File: src/rtl/ttl_counter_n.sv
// Presettable synchronous counter covering the 74160..169 family: N-bit, binary or decade
// modulus, up/down, parallel load, ENP/ENT enables and a combinational ripple-carry output.
module ttl_counter_n #(
    parameter int unsigned      WIDTH   = 4,
    parameter longint unsigned  MODULUS = 16
) (
    input  logic             CLK,
    input  logic             CLR_n,
    input  logic             LOAD_n,
    input  logic             ENP,
    input  logic             ENT,
    input  logic             U_D,
    input  logic [WIDTH-1:0] D,
    output logic [WIDTH-1:0] Q,
    output logic             RCO
);

    if (WIDTH < 1 || WIDTH > 32) begin : g_bad_width
        $error("ttl_counter_n: WIDTH must be in 1..32");
    end

    if (MODULUS < 64'd2 || MODULUS > (64'd1 << WIDTH)) begin : g_bad_modulus
        $error("ttl_counter_n: MODULUS must be in 2..2**WIDTH");
    end

    localparam logic [WIDTH-1:0] MOD_MAX = WIDTH'(MODULUS - 64'd1);
    localparam logic [WIDTH-1:0] ONE     = WIDTH'(1);

    logic [WIDTH-1:0] q_step;

    // Loaded values above MOD_MAX snap to 0 going up and walk down normally going down.
    always_comb begin
        q_step = Q;
        if (U_D) begin
            if (Q >= MOD_MAX) q_step = '0;
            else              q_step = Q + ONE;
        end else begin
            if (Q == '0) q_step = MOD_MAX;
            else         q_step = Q - ONE;
        end
    end

    always_ff @(posedge CLK) begin
        if (!CLR_n)          Q <= '0;
        else if (!LOAD_n)    Q <= D;
        else if (ENP && ENT) Q <= q_step;
    end

    // Terminal count is gated by ENT only, so a cascade stage advances on its neighbour's carry.
    always_comb begin
        RCO = 1'b0;
        if (ENT) RCO = U_D ? (Q == MOD_MAX) : (Q == '0);
    end

endmodule

File: config.mk
export PLATFORM = sky130hd
export DESIGN_NAME = ttl_counter_n
export DESIGN_NICKNAME = d
export VERILOG_FILES = /design/src/rtl/ttl_counter_n.sv
export SDC_FILE = /design/constraint.sdc
export NUM_CORES = 1
export LEC_CHECK = 0
export BUFFER_PORTS_ARGS = -buffer_cell sky130_fd_sc_hd__clkbuf_2
export CAP_MARGIN = 30
export CORE_AREA = 2 2 39 41
export DETAILED_ROUTE_END_ITERATION = 8
export DIE_AREA = 0 0 41 43
export SYNTH_ARGS = -nofsm -noshare
export SYNTH_HDL_FRONTEND = slang
export SYNTH_SLANG_ARGS = --single-unit
File: constraint.sdc
create_clock -name CLK -period 1.8 [get_ports CLK]
set_clock_uncertainty 0.15 [all_clocks]
set_input_delay 0.27 -clock CLK [delete_from_list [all_inputs] [get_ports CLK]]
set_output_delay 0.27 -clock CLK [all_outputs]
set_load 0.005 [all_outputs]
* After elaboration in Yosys (flattened, before gate mapping)
Cells that the tools add are included.
** Cells by class
- Shift-type cells :: 0
- Bitwise operators :: 0
- Multiply operators :: 0
- Equality and inequality tests :: 2
- $add $sub $neg :: 2
- Multiplexer cells :: 7
- Magnitude comparators :: 1
- Reduce and logical (&&, ||, !) cells :: 2
- Div/mod/pow operators :: 0
** Operator list (count)
- $mux W4 :: 5
- $add A4 B1 Y4 const B :: 1
- $eq A4 B4 Y1 const B :: 1
- $ge A4 B4 Y1 const B :: 1
- $logic_not A4 Y1 :: 1
- $sub A4 B1 Y4 const B :: 1
- $mux W1 :: 2
- $ne A2 B1 Y1 const B :: 1
- $logic_and A1 B1 Y1 :: 1
** Word-level totals
- Register bits after elaboration :: 4
- Bits in latches :: 0
- Bits of input ports :: 10
- ROM bits :: 0
- Output and inout port bits :: 5
- Memories :: 0
- Memory bits (writable) :: 0
- Logic and storage cells :: 15

* Longest topological paths before layout
- Depth after elaboration :: 5
- Gate-level depth with buffers :: 6

* Worst setup path before layout
Ideal clock, no wire load.
- Path kind :: reg2out
- From :: register Q[0]
- To :: output RCO
- Slack :: 0.137 ns
- Data required time :: 1.380 ns
- Arrival time :: 1.243 ns
- Cell stages (with the launch flop) :: 5
- Cell sequence :: dfxtp_1 -> inv_1 -> ha_1 -> or4b_4 -> a21boi_0
** Between the ends
- Longest elaborated chain between the ends :: 3
** RTL lines
- start: declaration :: RTL line 14 : output logic [WIDTH-1:0] Q,
- start signal: assignment :: RTL line 46 : else if (ENP && ENT) Q <= q_step;
- $eq A4 B4 Y1 or $logic_not A4 Y1 (tied branches) :: RTL line 52 : if (ENT) RCO = U_D ? (Q == MOD_MAX) : (Q == '0);
- $mux W1 (*) (2 in a row) :: RTL line 52
- end: declaration :: RTL line 15 : output logic RCO
Every way passes the cells marked *; elsewhere a longest branch is shown, timed or not.

* Final worst setup path
Same ends and word-level chain as after synthesis.

==> flow_summary.ini <==
[run_status]
status = complete, but fails checks
violations = negative setup slack

[sta]
hold_viol_final = 0
max_freq_mhz = 534
worstMarginPinSlew_ns = 0.206
fin_crit_ns = 1.87
max_slew_margin_pct = 86.2
drv_slew = 0
setup_viol = 1
timing.final.ws_setup_ns = -0.0729
rsz0062_at_grt = yes
post-route-period-util_pct = 104

[cts]
cts.sinks = 4
cts_tree = built
cts_buffers = 3
root_buffer = clkbuf_4
clk_latency_ns = 0.23
hold_buffers = 0
cts.path.max_buffers = 2
path_clk_slew_ns = 0.04
cts.htree.levels = 1

[synthesis]
synth_edf_count = 0
yosys_most_used_dff = dfxtp_1
syn_avg_cell_area_um2 = 8.04
ys_top_cells_by_area = dfxtp_1, a21oi_1, ha_1
synth.most_common_cell = a21oi_1
ys_top_cells_by_count = a21oi_1, dfxtp_1, nand2_1, o21ai_0
synth_area_um2 = 322
yosysSeqAreaShare_pct = 24.9
synth_nets = 52
yosysTopAreaCellShare_pct = 24.9
yosys_warnings = 0
synth.distinct_cells = 25
yosys.area.top_type = dfxtp_1
syn-instance-count = 40
synth_seq_cells = 4
synthArstFlopShare_pct = 0

[hold_path]
worstHoldStart = D[1]
hold_path_class = in -> reg

[floorplan]
coreArea_um2 = 1380
start_util_pct = 23.2
die_w_um = 41
dieArea_um2 = 1760
io_pins = 15
fp.dieH_um = 43
row_count = 14

[power]
switchingPower_w = 0.0000905
powerDensity_nw_per_um2 = 643
swShare_pct = 28.0
p_leak_nw = 0.236
power.total_w = 0.000323
p_clk_share_pct = 33.7
peakVddDrop_mv = 0.326
combPwrFrac_pct = 34.7
power_frac_seq_pct = 31.6
internal_power_w = 0.000232

[setup_path]
arrival_ns = 1.45
cp_slowest_cell = or4b_4
crit_chain = inv_2 > ha_4 > or4b_4 > a21boi_2 > buf_2
cp-end-kind = output port
worstPathMaxFanout = 2
critPathLaunchType = flip-flop
r2r_start = Q[0]
slowest_delay_ns = 0.46
crit_type = reg -> out
cp.required_ns = 1.38
startpoint = Q[0]

[detailed_routing]
via_count = 385
drtIter0Drc = 18
avgViaCountPerCell = 4.87
drc_errors = 0
drt_pass1_iterations = 4
wirelength_um = 873
wl_per_cell_um = 11.1
ant_nets = 0

[cells_and_area]
reg.largest.list = Q: 4 flops
seq_area_um2 = 82.6
antennaDiodeCount = 0
largest_register_ffs = 4
fin_area_um2 = 502
multi_input_area_um2 = 243
nets = 77
drive_gt1_share_pct = 52.4
synthToLayoutAreaGrowth_pct = 56.0
largest_register = Q
fillers = 155

[global_route]
grt_pass1_wl_um = 1370
antenna_found_initial = 0
grt_max_degree = 11
overflow = 0
grt_pass1_vias = 348
track_usage_pct = 11.3

[placed_design]
port_buffers = 14
dp_hpwl_um = 648
place_area_um2 = 445
gp_congestion = 0.776

[flow_run]
cap_viol_max_count = 0
-- metrics by stage --
step / util, % / setup WS [ns] / std cells / hold WS (ns) / setup TNS, ns
after floorplan: - / 0.137 / 40 / 0.255 / 0
after global placement: 32.2 / 0.0965 / 74 / 0.357 / 0
after detailed placement: 32.2 / 0.0953 / 74 / 0.364 / 0
after CTS: 34.7 / -0.0944 / 78 / 0.122 / -0.0944
after global routing: 36.3 / -0.142 / 79 / 0.126 / -0.142
final: 36.3 / -0.0729 / 79 / 0.127 / -0.0729
-- cells by family (layout without fill, tap and decap cells) --
group                      after synthesis  in the layout  share of synthesized area (%)
xor gates and xnor gates                 3              3                           8.17
adders and majority gates                2              2                           7.78
DFF                                      4              4                           24.9
muxes                                    1              1                           3.11
and+or+nand+nor                         11             11                           20.6
AOI/OAI and AO/OA                       15             15                           30.7
buffers and inverters                    4             27                           4.67
-- critical path: cells and delay by family, from the launching register on --
kind                     cells  cell delay, ns
AO/OA/AOI/OAI                1            0.14
adder cells (fa/ha/maj)      1            0.13
buffers and inverters        2            0.18
flip-flops                   1            0.31
AND/OR/NAND/NOR              1            0.46
-- path summary, 6_finish.rpt --
check / to / slack [ns] / cells past startpoint
min: Q[1] / 0.13 / 2
max reg2reg: Q[0] / 0.16 / 6
max: RCO / -0.07 / 5
min reg2reg: Q[2] / 0.55 / 3
-- cells in the final DEF (no fill, tap or decap), types with 2 or more instances in the layout --
master / n
a21oi_1: 5
buf_4: 7
clkbuf_2: 13
clkbuf_4: 3
dfxtp_1: 2
dfxtp_2: 2
inv_2: 3
nand2_1: 3
nand4_1: 2
o21ai_0: 3
xnor2_1: 2
-- power by group through the flow --
stage	clock network, W	logic [W]	registers [W]
final	0.000109	0.000112	0.000102
after global routing	0.000123	0.000123	0.000102
after CTS	0.000117	0.000102	0.000102
after detailed placement	0	0.0000978	0.000102
after global placement	0	0.0000975	0.000102
after floorplan	0	0.0000471	0.000109
-- final cells by class --
class	count	area share, %
multi-input combinational	32	48.4
tap	16	3.99
sequential	4	16.5
inverter	3	2.24
timing repair buffer	21	24.4
clock buffer	3	4.49
-- routing by layer --
metal  share of wire (%)  up-vias  GRT usage [%]  routed length [µm]
li1                    -      195              -                   -
met1                  39      173           15.2                 341
met2                  53       17           15.6                 460
met3                 8.1        0           3.14                  71
met4                   0        0           6.00                   0
met5                   0        -              0                   0
-- timing repair --
action / 4_1_cts / 5_1_grt
pin swaps: 2 / 2
setup buffers: 1 / 1
gates resized for setup: 6 / 3
endpoints found under the setup margin: 1 / 1
No activity file was read; power rests on OpenSTA's default activity.
